--- config.mk ---
export PLATFORM = sky130hd
export DESIGN_NAME = exe_issue_scheduler_flat
export DESIGN_NICKNAME = d
export VERILOG_FILES = /design/src/rtl/exe_issue_scheduler_pkg.sv /design/src/rtl/exe_issue_scheduler_if.sv /design/src/rtl/exe_age_select.sv /design/src/rtl/exe_issue_scheduler.sv /design/src/flat_wrapper.sv
export SDC_FILE = /design/constraint.sdc
export NUM_CORES = 2
export LEC_CHECK = 0
export BUFFER_PORTS_ARGS = -buffer_cell sky130_fd_sc_hd__clkbuf_2
export CAP_MARGIN = 20
export CORE_MARGIN = 1
export CORE_UTILIZATION = 62
export CTS_CLUSTER_DIAMETER = 50
export DETAILED_ROUTE_END_ITERATION = 7
export PLACE_DENSITY = 0.81
export REMOVE_ABC_BUFFERS = 1
export SLEW_MARGIN = 20
export SYNTH_ARGS = -nofsm -noshare
export SYNTH_HDL_FRONTEND = slang
export SYNTH_SLANG_ARGS = --single-unit
--- constraint.sdc ---
create_clock -name CLK -period 86.6 [get_ports CLK]
set_input_delay 17.32 -clock CLK [delete_from_list [all_inputs] [get_ports CLK]]
set_output_delay 17.32 -clock CLK [all_outputs]
set_load 0.1 [all_outputs]
--- src/rtl/exe_issue_scheduler_pkg.sv ---
// Shared definitions for the EXE reservation station: widths, operand indexing and the
// field layout of the opaque payload bundle carried from rename to EXE.
package exe_issue_scheduler_pkg;

  localparam int unsigned TagW     = 6;
  localparam int unsigned DataW    = 32;
  localparam int unsigned PayloadW = 128;
  localparam int unsigned NumSrc   = 2;

  // Payload bundle layout (LSB offsets); the station never looks inside it.
  localparam int unsigned PlInstrLsb   = 0;
  localparam int unsigned PlPcLsb      = 32;
  localparam int unsigned PlImmLsb     = 64;
  localparam int unsigned PlAluCtrlLsb = 96;
  localparam int unsigned PlShamtLsb   = 102;
  localparam int unsigned PlWrRegLsb   = 107;
  localparam int unsigned PlMemCtrlLsb = 112;

  typedef logic [DataW-1:0] data_t;

  typedef enum logic {
    SrcA = 1'b0,
    SrcB = 1'b1
  } src_e;

endpackage

--- src/rtl/exe_issue_scheduler_if.sv ---
// Dispatch, result-broadcast and issue signals between rename/ROB, the station and EXE.
interface exe_issue_scheduler_if
  import exe_issue_scheduler_pkg::*;
#(
  parameter int unsigned DEPTH     = 8,
  parameter int unsigned TAG_W     = TagW,
  parameter int unsigned PAYLOAD_W = PayloadW
) ();
  localparam int unsigned CntW = $clog2(DEPTH) + 1;

  logic                 Flush_IN;
  logic                 Disp_Valid_IN;
  logic                 Disp_Ready_OUT;
  logic [TAG_W-1:0]     Disp_ROB_entry_IN;
  logic [PAYLOAD_W-1:0] Disp_Payload_IN;
  logic                 Disp_SrcA_Ready_IN;
  logic [TAG_W-1:0]     Disp_SrcA_Tag_IN;
  logic [DataW-1:0]     Disp_SrcA_Data_IN;
  logic                 Disp_SrcB_Ready_IN;
  logic [TAG_W-1:0]     Disp_SrcB_Tag_IN;
  logic [DataW-1:0]     Disp_SrcB_Data_IN;
  logic                 CDB_Valid_IN;
  logic [TAG_W-1:0]     CDB_ROB_entry_IN;
  logic [DataW-1:0]     CDB_Data_IN;
  logic                 EXE_Want_Instr_IN;
  logic                 Issue_Valid_OUT;
  logic [TAG_W-1:0]     Issue_ROB_entry_OUT;
  logic [DataW-1:0]     Issue_OperandA_OUT;
  logic [DataW-1:0]     Issue_OperandB_OUT;
  logic [PAYLOAD_W-1:0] Issue_Payload_OUT;
  logic [CntW-1:0]      Count_OUT;

  modport master (
    output Flush_IN, Disp_Valid_IN, Disp_ROB_entry_IN, Disp_Payload_IN,
           Disp_SrcA_Ready_IN, Disp_SrcA_Tag_IN, Disp_SrcA_Data_IN,
           Disp_SrcB_Ready_IN, Disp_SrcB_Tag_IN, Disp_SrcB_Data_IN,
           CDB_Valid_IN, CDB_ROB_entry_IN, CDB_Data_IN, EXE_Want_Instr_IN,
    input  Disp_Ready_OUT, Issue_Valid_OUT, Issue_ROB_entry_OUT, Issue_OperandA_OUT,
           Issue_OperandB_OUT, Issue_Payload_OUT, Count_OUT
  );

  modport slave (
    input  Flush_IN, Disp_Valid_IN, Disp_ROB_entry_IN, Disp_Payload_IN,
           Disp_SrcA_Ready_IN, Disp_SrcA_Tag_IN, Disp_SrcA_Data_IN,
           Disp_SrcB_Ready_IN, Disp_SrcB_Tag_IN, Disp_SrcB_Data_IN,
           CDB_Valid_IN, CDB_ROB_entry_IN, CDB_Data_IN, EXE_Want_Instr_IN,
    output Disp_Ready_OUT, Issue_Valid_OUT, Issue_ROB_entry_OUT, Issue_OperandA_OUT,
           Issue_OperandB_OUT, Issue_Payload_OUT, Count_OUT
  );

endinterface

--- src/rtl/exe_age_select.sv ---
// Oldest-first picker: age_i[i][j] set means entry j is older than entry i. Grants the one
// requester with no older requester.
module exe_age_select #(
  parameter int unsigned N = 8
) (
  input  logic [N-1:0] age_i [N],
  input  logic [N-1:0] req_i,
  output logic [N-1:0] grant_o,
  output logic         any_o
);

  always_comb begin
    grant_o = '0;
    for (int i = 0; i < N; i++) begin
      grant_o[i] = req_i[i] & ~(|(age_i[i] & req_i));
    end
  end

  assign any_o = |req_i;

endmodule

--- src/rtl/exe_issue_scheduler.sv ---
// Reservation station for the single EXE unit: captures dispatched instructions, wakes
// sources on CDB tag match and presents the oldest fully-ready entry to EXE.
module exe_issue_scheduler
  import exe_issue_scheduler_pkg::*;
#(
  parameter int unsigned DEPTH     = 8,
  parameter int unsigned TAG_W     = TagW,
  parameter int unsigned PAYLOAD_W = PayloadW
) (
  input logic               CLK,
  input logic               RESET,
  exe_issue_scheduler_if.slave bus
);

  localparam int unsigned IdxW = $clog2(DEPTH);
  localparam int unsigned CntW = IdxW + 1;

  logic [DEPTH-1:0]     valid_q, valid_d;
  logic [NumSrc-1:0]    rdy_q     [DEPTH];
  logic [NumSrc-1:0]    rdy_d     [DEPTH];
  logic [TAG_W-1:0]     tag_q     [DEPTH][NumSrc];
  logic [TAG_W-1:0]     tag_d     [DEPTH][NumSrc];
  data_t                data_q    [DEPTH][NumSrc];
  data_t                data_d    [DEPTH][NumSrc];
  logic [TAG_W-1:0]     rob_q     [DEPTH];
  logic [TAG_W-1:0]     rob_d     [DEPTH];
  logic [PAYLOAD_W-1:0] payload_q [DEPTH];
  logic [PAYLOAD_W-1:0] payload_d [DEPTH];
  logic [DEPTH-1:0]     age_q     [DEPTH];
  logic [DEPTH-1:0]     age_d     [DEPTH];
  logic [CntW-1:0]      count_q, count_d;

  logic [NumSrc-1:0] raw_rdy, in_rdy;
  logic [TAG_W-1:0]  in_tag  [NumSrc];
  data_t             raw_data[NumSrc];
  data_t             in_data [NumSrc];
  logic [DEPTH-1:0]  req, grant;
  logic              grant_any;
  logic [IdxW-1:0]   free_idx;
  logic              disp_ready, accept, issue;

  // Incoming sources, with a same-cycle broadcast bypass for not-ready ones.
  always_comb begin
    raw_rdy[SrcA]  = bus.Disp_SrcA_Ready_IN;
    raw_rdy[SrcB]  = bus.Disp_SrcB_Ready_IN;
    in_tag[SrcA]   = bus.Disp_SrcA_Tag_IN;
    in_tag[SrcB]   = bus.Disp_SrcB_Tag_IN;
    raw_data[SrcA] = bus.Disp_SrcA_Data_IN;
    raw_data[SrcB] = bus.Disp_SrcB_Data_IN;
    in_rdy         = raw_rdy;
    for (int s = 0; s < NumSrc; s++) begin
      in_data[s] = raw_data[s];
      if (!raw_rdy[s] && bus.CDB_Valid_IN && (in_tag[s] == bus.CDB_ROB_entry_IN)) begin
        in_rdy[s]  = 1'b1;
        in_data[s] = bus.CDB_Data_IN;
      end
    end
  end

  always_comb begin
    req = '0;
    for (int i = 0; i < DEPTH; i++) begin
      req[i] = valid_q[i] & (&rdy_q[i]);
    end
  end

  exe_age_select #(
    .N(DEPTH)
  ) u_age_select (
    .age_i  (age_q),
    .req_i  (req),
    .grant_o(grant),
    .any_o  (grant_any)
  );

  // Descending scan so the lowest free index wins.
  always_comb begin
    free_idx = '0;
    for (int i = DEPTH - 1; i >= 0; i--) begin
      if (!valid_q[i]) free_idx = IdxW'(i);
    end
  end

  assign disp_ready = (count_q < CntW'(DEPTH));
  assign accept     = bus.Disp_Valid_IN & disp_ready & ~bus.Flush_IN;
  assign issue      = grant_any & bus.EXE_Want_Instr_IN & ~bus.Flush_IN;

  always_comb begin
    valid_d   = valid_q;
    rdy_d     = rdy_q;
    tag_d     = tag_q;
    data_d    = data_q;
    rob_d     = rob_q;
    payload_d = payload_q;
    age_d     = age_q;
    count_d   = count_q + CntW'(accept) - CntW'(issue);

    for (int i = 0; i < DEPTH; i++) begin
      for (int s = 0; s < NumSrc; s++) begin
        if (valid_q[i] && !rdy_q[i][s] && bus.CDB_Valid_IN &&
            (tag_q[i][s] == bus.CDB_ROB_entry_IN)) begin
          rdy_d[i][s]  = 1'b1;
          data_d[i][s] = bus.CDB_Data_IN;
        end
      end
    end

    if (issue) valid_d = valid_q & ~grant;

    if (accept) begin
      valid_d[free_idx]   = 1'b1;
      rob_d[free_idx]     = bus.Disp_ROB_entry_IN;
      payload_d[free_idx] = bus.Disp_Payload_IN;
      rdy_d[free_idx]     = in_rdy;
      for (int s = 0; s < NumSrc; s++) begin
        tag_d[free_idx][s]  = in_tag[s];
        data_d[free_idx][s] = in_data[s];
      end
      // New entry is younger than everything present; nobody may count it as older.
      age_d[free_idx] = valid_q;
      for (int j = 0; j < DEPTH; j++) age_d[j][free_idx] = 1'b0;
    end

    if (bus.Flush_IN) begin
      valid_d = '0;
      count_d = '0;
      for (int i = 0; i < DEPTH; i++) age_d[i] = '0;
    end
  end

  always_ff @(posedge CLK or posedge RESET) begin
    if (RESET) begin
      valid_q <= '0;
      count_q <= '0;
      for (int i = 0; i < DEPTH; i++) begin
        rdy_q[i]     <= '0;
        rob_q[i]     <= '0;
        payload_q[i] <= '0;
        age_q[i]     <= '0;
        for (int s = 0; s < NumSrc; s++) begin
          tag_q[i][s]  <= '0;
          data_q[i][s] <= '0;
        end
      end
    end else begin
      valid_q   <= valid_d;
      count_q   <= count_d;
      rdy_q     <= rdy_d;
      rob_q     <= rob_d;
      payload_q <= payload_d;
      age_q     <= age_d;
      tag_q     <= tag_d;
      data_q    <= data_d;
    end
  end

  // Grant is one-hot or zero, so an AND-OR mux yields zeros when nothing is ready.
  always_comb begin
    bus.Issue_ROB_entry_OUT = '0;
    bus.Issue_OperandA_OUT  = '0;
    bus.Issue_OperandB_OUT  = '0;
    bus.Issue_Payload_OUT   = '0;
    for (int i = 0; i < DEPTH; i++) begin
      if (grant[i]) begin
        bus.Issue_ROB_entry_OUT = bus.Issue_ROB_entry_OUT | rob_q[i];
        bus.Issue_OperandA_OUT  = bus.Issue_OperandA_OUT | data_q[i][SrcA];
        bus.Issue_OperandB_OUT  = bus.Issue_OperandB_OUT | data_q[i][SrcB];
        bus.Issue_Payload_OUT   = bus.Issue_Payload_OUT | payload_q[i];
      end
    end
  end

  assign bus.Issue_Valid_OUT = grant_any;
  assign bus.Disp_Ready_OUT  = disp_ready;
  assign bus.Count_OUT       = count_q;

endmodule

--- src/flat_wrapper.sv ---
// flat-port wrapper written by rule: the top's interface ports become plain ports
module exe_issue_scheduler_flat import exe_issue_scheduler_pkg::*;
#(
  parameter int unsigned DEPTH     = 8,
  parameter int unsigned TAG_W     = TagW,
  parameter int unsigned PAYLOAD_W = PayloadW
)
  (CLK, RESET, bus_Flush_IN, bus_Disp_Valid_IN, bus_Disp_ROB_entry_IN, bus_Disp_Payload_IN, bus_Disp_SrcA_Ready_IN, bus_Disp_SrcA_Tag_IN, bus_Disp_SrcA_Data_IN, bus_Disp_SrcB_Ready_IN, bus_Disp_SrcB_Tag_IN, bus_Disp_SrcB_Data_IN, bus_CDB_Valid_IN, bus_CDB_ROB_entry_IN, bus_CDB_Data_IN, bus_EXE_Want_Instr_IN, bus_Disp_Ready_OUT, bus_Issue_Valid_OUT, bus_Issue_ROB_entry_OUT, bus_Issue_OperandA_OUT, bus_Issue_OperandB_OUT, bus_Issue_Payload_OUT, bus_Count_OUT);
  exe_issue_scheduler_if #(.DEPTH(DEPTH), .TAG_W(TAG_W), .PAYLOAD_W(PAYLOAD_W)) bus_i ();
  input logic CLK;
  input logic RESET;
  input wire logic [$bits(bus_i.Flush_IN)-1:0] bus_Flush_IN;
  input wire logic [$bits(bus_i.Disp_Valid_IN)-1:0] bus_Disp_Valid_IN;
  input wire logic [$bits(bus_i.Disp_ROB_entry_IN)-1:0] bus_Disp_ROB_entry_IN;
  input wire logic [$bits(bus_i.Disp_Payload_IN)-1:0] bus_Disp_Payload_IN;
  input wire logic [$bits(bus_i.Disp_SrcA_Ready_IN)-1:0] bus_Disp_SrcA_Ready_IN;
  input wire logic [$bits(bus_i.Disp_SrcA_Tag_IN)-1:0] bus_Disp_SrcA_Tag_IN;
  input wire logic [$bits(bus_i.Disp_SrcA_Data_IN)-1:0] bus_Disp_SrcA_Data_IN;
  input wire logic [$bits(bus_i.Disp_SrcB_Ready_IN)-1:0] bus_Disp_SrcB_Ready_IN;
  input wire logic [$bits(bus_i.Disp_SrcB_Tag_IN)-1:0] bus_Disp_SrcB_Tag_IN;
  input wire logic [$bits(bus_i.Disp_SrcB_Data_IN)-1:0] bus_Disp_SrcB_Data_IN;
  input wire logic [$bits(bus_i.CDB_Valid_IN)-1:0] bus_CDB_Valid_IN;
  input wire logic [$bits(bus_i.CDB_ROB_entry_IN)-1:0] bus_CDB_ROB_entry_IN;
  input wire logic [$bits(bus_i.CDB_Data_IN)-1:0] bus_CDB_Data_IN;
  input wire logic [$bits(bus_i.EXE_Want_Instr_IN)-1:0] bus_EXE_Want_Instr_IN;
  output wire logic [$bits(bus_i.Disp_Ready_OUT)-1:0] bus_Disp_Ready_OUT;
  output wire logic [$bits(bus_i.Issue_Valid_OUT)-1:0] bus_Issue_Valid_OUT;
  output wire logic [$bits(bus_i.Issue_ROB_entry_OUT)-1:0] bus_Issue_ROB_entry_OUT;
  output wire logic [$bits(bus_i.Issue_OperandA_OUT)-1:0] bus_Issue_OperandA_OUT;
  output wire logic [$bits(bus_i.Issue_OperandB_OUT)-1:0] bus_Issue_OperandB_OUT;
  output wire logic [$bits(bus_i.Issue_Payload_OUT)-1:0] bus_Issue_Payload_OUT;
  output wire logic [$bits(bus_i.Count_OUT)-1:0] bus_Count_OUT;
  assign bus_i.Flush_IN = bus_Flush_IN;
  assign bus_i.Disp_Valid_IN = bus_Disp_Valid_IN;
  assign bus_i.Disp_ROB_entry_IN = bus_Disp_ROB_entry_IN;
  assign bus_i.Disp_Payload_IN = bus_Disp_Payload_IN;
  assign bus_i.Disp_SrcA_Ready_IN = bus_Disp_SrcA_Ready_IN;
  assign bus_i.Disp_SrcA_Tag_IN = bus_Disp_SrcA_Tag_IN;
  assign bus_i.Disp_SrcA_Data_IN = bus_Disp_SrcA_Data_IN;
  assign bus_i.Disp_SrcB_Ready_IN = bus_Disp_SrcB_Ready_IN;
  assign bus_i.Disp_SrcB_Tag_IN = bus_Disp_SrcB_Tag_IN;
  assign bus_i.Disp_SrcB_Data_IN = bus_Disp_SrcB_Data_IN;
  assign bus_i.CDB_Valid_IN = bus_CDB_Valid_IN;
  assign bus_i.CDB_ROB_entry_IN = bus_CDB_ROB_entry_IN;
  assign bus_i.CDB_Data_IN = bus_CDB_Data_IN;
  assign bus_i.EXE_Want_Instr_IN = bus_EXE_Want_Instr_IN;
  assign bus_Disp_Ready_OUT = bus_i.Disp_Ready_OUT;
  assign bus_Issue_Valid_OUT = bus_i.Issue_Valid_OUT;
  assign bus_Issue_ROB_entry_OUT = bus_i.Issue_ROB_entry_OUT;
  assign bus_Issue_OperandA_OUT = bus_i.Issue_OperandA_OUT;
  assign bus_Issue_OperandB_OUT = bus_i.Issue_OperandB_OUT;
  assign bus_Issue_Payload_OUT = bus_i.Issue_Payload_OUT;
  assign bus_Count_OUT = bus_i.Count_OUT;
  exe_issue_scheduler #(.DEPTH(DEPTH), .TAG_W(TAG_W), .PAYLOAD_W(PAYLOAD_W)) u_core (.CLK(CLK), .RESET(RESET), .bus(bus_i));
endmodule
==> summary.md <==
| Metric | Value |
|---|---|
| Outcome | completed |
| Total congestion overflow | 0 |
| Fin. max-slew vios | 0 |
| Worst-Skew Late Latency | 0.85 ns |
| Drt first pass iters | 7 |
| First-pass GRT wire length | 446 mm |
| Mapped Avg Cell Area | 9.21 sq um |
| Sequential area share after synthesis | 53.2% |
| Total negative slack | 0 ns |
| R2r setup slk | 81.12 ns |
| Max stage delay on crit path | 0.98 ns |
| Crit-path leading delay family | buffers and inverters |
| CP max-delay cell | buf_4 |
| Startpoint Class | flip-flop |
| Clk slew on worst S/H paths | 0.06 ns |
| Final setup margin | 63.52 ns |
| Largest net degree at the start of global routing | 198 |
| Syn Inst Count | 9056 |
| Final setup fails | 0 |
| Post-synthesis cell type with the largest combined area | dfrtp_1 |
| Kind of end point of the critical path | output port |
| Worst Path Max Fanout | 67 |
| Hold EP | u_core.payload_q[849]$_DFFE_PP0P_ |
| Top Ports | 460 |
| Final Wtd Congestion | 0.961 |
| Final Hold Vio Count | 0 |
| Min-Delay Path Depth | 2 |
| Yosys reg bits | 1772 |
| Initial antenna violation count | 54 |
| Pre-CTS setup slack | 64.18 ns |
| RSZ-0062 raised after global routing | false |
| DRT Wirelength | 295 mm |
| Clock tree buffer depth | 3 |
| Overall routing resource usage | 42.8% |
| # fillers | 9791 |
| Routed met3 length | 42.7 mm |
| Worst-margin pin slew | 1.30 ns |
| Share of the synthesized area in the top cell type | 53.2% |
| Initial core utilization | 62.5% |
| Async set or reset register ratio after synthesis | 100% |
| Clock root buffer master | clkbuf_16 |
| Met1 wire length | 105 mm |
| Dpl hpwl | 151 mm |
| CP arrival | 5.76 ns |
| Resized Gates After CTS | 0 |
| Worst path required time | 69.28 ns |
| Period minus WS final | 23.08 ns |
| End-of-flow core utilization | 69.5% |
| Worst VDD drop | 0.0000209 V |
| Routed length on met2 | 129 mm |
| Warnings, synthesis | 0 |
| Port bufs | 459 |
| DIE HEIGHT | 369 um |
| Most common cell after layout, fill and taps aside | nand2_1 |
| Pwr/cell area | 24.5 mW/mm^2 |
| Tcrit/Tclk final | 26.6% |
| ANT nets after route | 0 |
| Distinct cells, synth | 63 |
| Num rows | 134 |
| Detail-routed via count per cell | 6.94 |
| Final #Nets | 9214 |
| Main flop type after synthesis | dfrtp_1 |
| DR vias | 75823 |
| Max_cap viols | 0 |
| Core area | 0.133 sq mm |
| Post-route DRC | 0 |
| Most frequent cells in the layout | nand2_1 (2146), dfrtp_1 (1772), inv_1 (650), nor3_1 (615), clkbuf_2 (459) |
| Worst Reg-to-Reg Cells | 10 |
| Layout cells sized above 1 | 15.0% |
| CP most frequent cell | buf_4 |
| Max_slew headroom | 13.3% |
| Clock tree from TritonCTS | done |
| Top Layer Used | met5 |
| Area grow syn2layout | 11.1% |
| Top post-synthesis cells by area | dfrtp_1 (53%), nand2_1 (9.7%), a22oi_1 (3.7%), nor3_1 (3.7%), inv_1 (2.9%) |
| Critical path class | reg2out |
| Worst hold path type | reg2reg |
| Worst Path Buf+Inv | 3 |
| Min-delay src | u_core.payload_q[849]$_DFFE_PP0P_ |
| Cts hold-fix bufs | 0 |
| Chip Width | 369 um |
| Clk_skew | 0.0394 ns |
| Min Hold Slack | 0.472 ns |
| Number of global-route vias before repair | 74652 |
| DIE AREA | 0.136 sq mm |
| Worst path cell trace | and4b_1 -> nand4_1 -> nor2_4 -> buf_4 -> buf_4 -> a2111oi_0 -> nand3_1 -> clkbuf_2 |
| FF-to-FF Start | u_core.bus.Count_OUT[3]$_DFF_PP0_ |
| Total power draw | 2.27 mW |
| Clk sinks | 1772 |
| EDFF count, synth | 0 |
| Syn Std Cell Area | 0.0834 sq mm |
| Drt initial violations | 12454 |
| Leak Pwr | 45.2 nW |
| Setup Buffers After CTS | 0 |
| R2r endpoint | u_core.payload_q[173]$_DFFE_PP0P_ |
| Total CTS buffers | 190 |
| Htree depth | 4 |
| WP depth | 8 |
| Max Clock Freq | 0.0433 GHz |
| Avg WL per Cell | 27.0 um |
-- worst reg2reg max path: stages (launching register included) --
cell,delay (ns)
dfrtp_1,0.41
nor2b_1,0.15
buf_4,0.34
nand2_1,0.29
inv_1,0.62
nand4_2,0.58
nor2_4,0.28
buf_4,0.66
buf_4,0.90
buf_4,0.81
o21ai_0,0.24
-- cells in the mapped netlist, types with 9 or more instances --
| library cell | instances |
|---|---|
| a2111oi_0 | 199 |
| a21oi_1 | 218 |
| a22oi_1 | 413 |
| a2bb2oi_1 | 33 |
| and3_1 | 9 |
| buf_1 | 44 |
| buf_2 | 217 |
| buf_4 | 20 |
| clkbuf_1 | 611 |
| dfrtp_1 | 1772 |
| inv_1 | 651 |
| mux2_2 | 196 |
| nand2_1 | 2150 |
| nand3_1 | 294 |
| nand4_1 | 67 |
| nor2_1 | 52 |
| nor3_1 | 618 |
| o211a_1 | 64 |
| o21a_1 | 84 |
| o21ai_0 | 444 |
| o221a_2 | 190 |
| o32a_1 | 32 |
| o32ai_1 | 193 |
| or3_1 | 259 |
| xnor2_1 | 90 |
| xor2_1 | 21 |
-- state kept, by name (all words and copies together), names as in the netlist --
register,count
u_core.payload_q,1024
u_core.data_q,512
u_core.tag_q,96
u_core.age_q,64
u_core.rob_q,48
u_core.rdy_q,16
u_core.valid_q,8
u_core.bus.Count_OUT,4
-- how the worst max path moves through the flow --
stage                                start                           endpoint  slack, ns
3_5_place_dp                  bus_Flush_IN  u_core.payload_q[179]$_DFFE_PP0P_      64.18
2_1_floorplan                        RESET        u_core.age_q[0]$_DFFE_PP0P_      19.26
4_1_cts          u_core.rdy_q[9]$_DFF_PP0_         bus_Issue_OperandA_OUT[16]      63.65
6_report       u_core.valid_q[1]$_DFF_PP0_          bus_Issue_OperandA_OUT[5]      63.52
5_1_grt        u_core.valid_q[1]$_DFF_PP0_          bus_Issue_OperandA_OUT[5]      63.50
3_3_place_gp                  bus_Flush_IN  u_core.payload_q[165]$_DFFE_PP0P_      64.43
-- per-layer routing --
layer	vias to the layer above	track usage, %
met5	-	0
met4	40	24.8
met3	1395	14.8
met2	6357	62.2
met1	36876	55.6
li1	31155	-
-- stage by stage --
| stage | instances | area [sq um] |
|---|---|---|
| global placement | 10524 | 85800 |
| global route | 10910 | 92700 |
| detailed placement | 10524 | 85800 |
| CTS | 10874 | 92400 |
| finish | 10918 | 92700 |
| floorplan | 8163 | 79700 |
-- cells by family after synthesis --
group           count (synthesis)  synth area share, %
simple gates                 3512                 18.5
compound gates               1914                 17.1
flops                        1772                 53.2
buf+inv                      1544                 7.37
mux                           198                 2.67
xor+xnor                      111                 1.17
fa+ha+maj                       5               0.0840
-- where the power goes --
group,leakage (nW),switching [mW],internal [mW],total (mW)
Combinational,20.5,0.241,0.123,0.363
Sequential,21.5,0.0771,0.970,1.05
Clock,3.22,0.354,0.504,0.858
-- layout make-up --
type	instances	area (sq um)	share of cell area [%]
clock inverters	92	1180	1.27
multi-input cells	5740	33400	36.0
diodes	39	97.6	0.105
well taps	1768	2210	2.39
flip-flops and latches	1772	44300	47.8
clock buffers	258	5420	5.85
repair buffers	598	3600	3.88
inverters	651	2450	2.64
Power figures use the tool's default switching activity.
